## config.mk

```make
export PLATFORM = sky130hd
export DESIGN_NAME = fmeas_sequencer
export DESIGN_NICKNAME = d
export VERILOG_FILES = /design/src/rtl/fmeas_sequencer.sv
export SDC_FILE = /design/constraint.sdc
export NUM_CORES = 1
export LEC_CHECK = 0
export ABC_AREA = 1
export BUFFER_PORTS_ARGS = -buffer_cell sky130_fd_sc_hd__buf_4
export CAP_MARGIN = 5
export CORE_MARGIN = 2
export CORE_UTILIZATION = 55
export CTS_BUF_LIST = sky130_fd_sc_hd__clkbuf_4 sky130_fd_sc_hd__clkbuf_8 sky130_fd_sc_hd__clkbuf_16
export CTS_CLUSTER_DIAMETER = 120
export DETAILED_ROUTE_END_ITERATION = 8
export GPL_TIMING_DRIVEN = 0
export HOLD_SLACK_MARGIN = 0.06
export PLACE_DENSITY = 0.76
export SYNTH_ARGS = -nofsm -noshare
export SYNTH_HDL_FRONTEND = slang
export SYNTH_SLANG_ARGS = --single-unit
```

## constraint.sdc

```tcl
create_clock -name clk -period 1.8 [get_ports clk]
set_input_delay 0.36 -clock clk [delete_from_list [all_inputs] [get_ports clk]]
set_output_delay 0.36 -clock clk [all_outputs]
set_load 0.1 [all_outputs]
```

## src/rtl/fmeas_sequencer.sv

```systemverilog
// fmeas_sequencer: runs one ring-oscillator frequency-measurement round.
// It clears all counters, opens a shared gate window, waits for the ROS-domain
// synchronisers to settle, then latches and streams each enabled counter in turn
// through the readout shift register. The FSM state is exposed on state_dbg.
module fmeas_sequencer #(
  parameter int COUNTER_LENGTH = 20,
  parameter int GATE_CYCLES    = 4096,
  parameter int CLEAR_CYCLES   = 4,
  parameter int SETTLE_CYCLES  = 16
) (
  input  logic       clk,
  input  logic       reset,
  input  logic       ena,
  input  logic       start,
  input  logic       abort,
  input  logic       continuous,
  input  logic [3:0] ros_mask,
  output logic       gate,
  output logic       ctr_reset,
  output logic       latch_counter,
  output logic [1:0] counter_select,
  output logic       frame_valid,
  output logic       busy,
  output logic       done,
  output logic [7:0] round_count,
  output logic [2:0] state_dbg
);

  // One frame carries the counter value plus a 4-bit header/trailer.
  localparam int FRAME_CYCLES = COUNTER_LENGTH + 4;
  localparam int MAX_A   = (GATE_CYCLES > FRAME_CYCLES) ? GATE_CYCLES : FRAME_CYCLES;
  localparam int MAX_B   = (CLEAR_CYCLES > SETTLE_CYCLES) ? CLEAR_CYCLES : SETTLE_CYCLES;
  localparam int MAX_CNT = (MAX_A > MAX_B) ? MAX_A : MAX_B;
  localparam int CW      = $clog2(MAX_CNT + 1);

  typedef enum logic [2:0] {
    S_IDLE   = 3'd0,
    S_CLEAR  = 3'd1,
    S_GATE   = 3'd2,
    S_SETTLE = 3'd3,
    S_LATCH  = 3'd4,
    S_SHIFT  = 3'd5
  } state_t;

  state_t        state;
  logic [3:0]    mask_q;  // mask copy frozen for the whole round
  logic [CW-1:0] cnt;     // remaining cycles in the current timed state, counts down to 0

  assign state_dbg = state;

  // Index of the lowest enabled oscillator.
  function automatic logic [1:0] lowest_set(input logic [3:0] m);
    logic [1:0] r;
    r = 2'd0;
    for (int i = 3; i >= 0; i--) begin
      if (m[i]) r = 2'(i);
    end
    return r;
  endfunction

  // True when an enabled oscillator with a higher index than cur remains.
  function automatic logic has_next(input logic [3:0] m, input logic [1:0] cur);
    logic r;
    r = 1'b0;
    for (int i = 0; i < 4; i++) begin
      if (m[i] && (i > int'(cur))) r = 1'b1;
    end
    return r;
  endfunction

  // Lowest enabled oscillator index strictly above cur.
  function automatic logic [1:0] next_set(input logic [3:0] m, input logic [1:0] cur);
    logic [1:0] r;
    r = cur;
    for (int i = 3; i >= 0; i--) begin
      if (m[i] && (i > int'(cur))) r = 2'(i);
    end
    return r;
  endfunction

  // Round sequencer: every output is a register updated alongside the state.
  always_ff @(posedge clk) begin
    if (reset) begin
      state          <= S_IDLE;
      mask_q         <= 4'd0;
      cnt            <= '0;
      gate           <= 1'b0;
      ctr_reset      <= 1'b0;
      latch_counter  <= 1'b0;
      counter_select <= 2'd0;
      frame_valid    <= 1'b0;
      busy           <= 1'b0;
      done           <= 1'b0;
      round_count    <= 8'd0;
    end else if (ena) begin
      // Single-cycle pulses fall back to 0 unless re-asserted below.
      latch_counter <= 1'b0;
      done          <= 1'b0;
      if (abort && (state != S_IDLE)) begin
        // Abandon the round outright: no done pulse, round_count untouched.
        state       <= S_IDLE;
        gate        <= 1'b0;
        ctr_reset   <= 1'b0;
        frame_valid <= 1'b0;
        busy        <= 1'b0;
      end else begin
        case (state)
          S_IDLE: begin
            if (start && (ros_mask != 4'd0)) begin
              mask_q    <= ros_mask;
              ctr_reset <= 1'b1;
              busy      <= 1'b1;
              cnt       <= CW'(CLEAR_CYCLES - 1);
              state     <= S_CLEAR;
            end
          end
          S_CLEAR: begin
            if (cnt == '0) begin
              // ctr_reset drops on the same edge gate rises, so they never overlap.
              ctr_reset <= 1'b0;
              gate      <= 1'b1;
              cnt       <= CW'(GATE_CYCLES - 1);
              state     <= S_GATE;
            end else begin
              cnt <= cnt - 1'b1;
            end
          end
          S_GATE: begin
            if (cnt == '0) begin
              gate  <= 1'b0;
              cnt   <= CW'(SETTLE_CYCLES - 1);
              state <= S_SETTLE;
            end else begin
              cnt <= cnt - 1'b1;
            end
          end
          S_SETTLE: begin
            if (cnt == '0) begin
              counter_select <= lowest_set(mask_q);
              latch_counter  <= 1'b1;
              state          <= S_LATCH;
            end else begin
              cnt <= cnt - 1'b1;
            end
          end
          S_LATCH: begin
            frame_valid <= 1'b1;
            cnt         <= CW'(FRAME_CYCLES - 1);
            state       <= S_SHIFT;
          end
          S_SHIFT: begin
            if (cnt == '0) begin
              frame_valid <= 1'b0;
              if (has_next(mask_q, counter_select)) begin
                // Counters still hold their gated values; just read the next one.
                counter_select <= next_set(mask_q, counter_select);
                latch_counter  <= 1'b1;
                state          <= S_LATCH;
              end else begin
                round_count <= round_count + 8'd1;
                if (continuous && (ros_mask != 4'd0)) begin
                  mask_q    <= ros_mask;
                  ctr_reset <= 1'b1;
                  cnt       <= CW'(CLEAR_CYCLES - 1);
                  state     <= S_CLEAR;
                end else begin
                  done  <= ~continuous;
                  busy  <= 1'b0;
                  state <= S_IDLE;
                end
              end
            end else begin
              cnt <= cnt - 1'b1;
            end
          end
          default: begin
            state <= S_IDLE;
            busy  <= 1'b0;
          end
        endcase
      end
    end
  end

endmodule

```

==> reports/metrics.cfg <==
[outcome]
status = complete, but fails checks
failed_checks = setup timing

[drt]
drt_iter0_drc = 259
wl_um = 6400
drc = 0
post_drt_wl_per_cell_um = 13.8
first_pass_iters = 8
viasPerCell = 5.59
via_count = 2587
detail-route-antenna-nets = 0

[clock_network]
cts_tree = done
htree_levels = 2
clock_path_buffers = 2
numCtsBuffers = 5
cts_hold_buf = 0
clock_latency_ps = 300
cts_root_buf = clkbuf_8
cts.sinks = 36
clk_pin_slew_ps = 80

[yosys]
synthSimpleGateAreaFrac_pct = 38.6
yosys_warnings = 0
avgSynthCellArea_sq_um = 6.44
synth_top_family_by_area = simple AND/OR/NAND/NOR gates
synth_fa_ha_area_share_pct = 3.24
ys_seq_area_share_pct = 31.1
yosys-top-cells-area = dfxtp_1 31%, nand2_1 12%, nor2_1 8.3%, a21oi_1 7.6%, inv_1 7.0%
syn-num-nets = 376
async_flop_share_pct = 0
synthXorXnorAreaFrac_pct = 3.40
synth_ff_type = dfxtp_1
mappedNetlistArea_sq_um = 2320
ys_types = 33
synth-compound-area-share_pct = 14.3
synth_top_cell_area_share_pct = 31.1
syn_inst = 360
synth_largest_area_cell = dfxtp_1
muxShareOfSynthArea_pct = 0
synth_seq_cells = 36
synth_edf_count = 0

[power]
power_density_nw_per_um2 = 1590
peakVddDrop_mv = 0.733
leakage_nw = 1.41

[finish]
area_delta_synth_final_pct = 26.9
finish.utilization_pct = 73.0
nets = 428
antenna_cells = 0
drive_above_1_share_pct = 26.9

[floorplanning]
core_area_sq_um = 4030
dieHeight_um = 68.9
ios = 29
rows = 23
start_util_pct = 57.5
dieArea_sq_um = 4750
fp.dieW_um = 68.9

[timing]
finClkSkew_ps = 4.04
clock.fmax_mhz = 556
finalSetupTns_ps = -0.00866
setup_viol = 1
min_period_over_period_pct = 100
rsz0062_at_grt = true
setup_slack_ps = -0.00866
slew_headroom_pct = 58.6
slew_violations = 0
worst_pin_slew_ps = 621
fin_crit_ps = 1800
hold_viol_final = 0

[grt]
grt_pass1_vias = 2091
antenna_found_initial = 0
grt_overflow_total = 0
grt_pass1_wl_um = 9450
grt_max_degree = 13
track_usage_pct = 26.7

[place]
port_buffers = 28
place_congestion = 0.945
pre_cts_ws_ps = -80.0
dp_hpwl_um = 4240

[critical_path]
cp_common_cell = buf_6
crit_start = cnt[0]
slowest_stage = dfxtp_2
crit_type = reg2reg
reg2reg_from = cnt[0]
cp_cell_sequence = inv_2 -> ha_4 -> nand2_2 -> nor3_4 -> buf_6 -> nand3_1 -> nand3_2 -> nor2_4 -> buf_6 -> inv_8 -> nand2_1 -> a21oi_1
cpPeakStageDelay_ps = 330
endpoint_kind = flop
cp.arrival_ps = 2030
start_kind = flop
cp.required_ps = 2030
worstPathMaxFanout = 6

[hold_path]
min_from = ena
hold_class = in2reg

[job]
maxCapViolations = 0

## critical path: cells and delay by family (launching register included)
| kind | cells | cell delay [ps] |
|---|---|---|
| DFF | 1 | 330 |
| and+or+nand+nor | 6 | 660 |
| adders and majority gates | 1 | 150 |
| buffers and inverters | 4 | 440 |
| AOI/OAI and AO/OA | 1 | 140 |
## stage by stage
| step | hold WS [ps] | instance area (sq um) | cells | power [mW] |
|---|---|---|---|---|
| detailed placement | 440 | 2610 | 438 | 3.53 |
| global placement | 435 | 2610 | 438 | 3.51 |
| floorplan | 454 | 2330 | 360 | 3.05 |
| global route | 293 | 2940 | 463 | 4.97 |
| CTS | 286 | 2700 | 446 | 4.15 |
| finish | 289 | 2940 | 463 | 4.67 |
## final cells by class
| class | instances | area [sq um] |
|---|---|---|
| Fill cell | 335 | 1090 |
| Sequential cell | 36 | 739 |
| Inverter | 49 | 196 |
| Clock inverter | 3 | 18.8 |
| Tap cell | 50 | 62.6 |
| Timing Repair Buffer | 44 | 342 |
| Buffer | 6 | 35.0 |
| Multi-Input combinational cell | 269 | 1470 |
| Clock buffer | 5 | 68.8 |
| Timing Repair inverter | 1 | 8.76 |
## kinds of logic (layout without fill, tap and decap cells)
| family | Yosys count | in the layout |
|---|---|---|
| DFF | 36 | 36 |
| and+or+nand+nor | 190 | 190 |
| adders and majority gates | 6 | 6 |
| xor gates and xnor gates | 9 | 9 |
| buffers and inverters | 55 | 108 |
| AOI/OAI and AO/OA | 64 | 64 |
## flip-flops by register name (all words and copies together) (netlist names)
name	flops
gate	1
latch_counter	1
mask_q	4
ctr_reset	1
state_dbg	3
round_count	8
busy	1
counter_select	2
done	1
cnt	13
frame_valid	1
## per-layer routing
metal,global-route usage [%],vias up,part of all wire (%)
met5,0,-,0
met2,41.9,110,46
met1,36.4,1187,45
li1,-,1272,-
met3,5.68,18,7.0
met4,9.07,0,2.3
## where the power goes
part / switching, mW / internal (mW) / leakage, nW
registers: 0.136 / 0.938 / 0.297
logic: 1.98 / 1.02 / 1.06
clock network: 0.329 / 0.270 / 0.0479
## cells in the mapped netlist (4+ instances only)
cell type,instances
a21oi_1,35
dfxtp_1,36
ha_1,6
inv_1,43
inv_2,6
nand2_1,77
nand2_2,6
nand3_1,21
nand4_1,12
nor2_1,51
nor2_2,4
nor2_4,4
o21ai_0,23
xor2_1,6
## cells in the final DEF (no fill, tap or decap), types with 10 or more instances in the layout
master	Yosys	layout
nand2_1	77	73
nor2_1	51	44
o21ai_0	23	21
nor2_2	4	10
buf_4	1	42
a21oi_1	35	34
inv_1	43	41
nand4_1	12	12
dfxtp_1	36	27
nand3_1	21	19
## path summary, 6_finish.rpt
check	to	slack [ps]	cells past startpoint
min reg2reg	gate	460	2
max	cnt[5]	-0.009	12
min	frame_valid	290	2
max reg2reg	cnt[5]	-0.009	12
## timing repair
action | 4_1_cts | 5_1_grt
resized for setup | 3 | 36
hold endpoints to repair | 0 | 0
cloned | 0 | 2
endpoints found under the setup margin | 16 | 28
setup buffers | 0 | 15
pin swaps | 0 | 11
(Power assumes the default switching activity.)
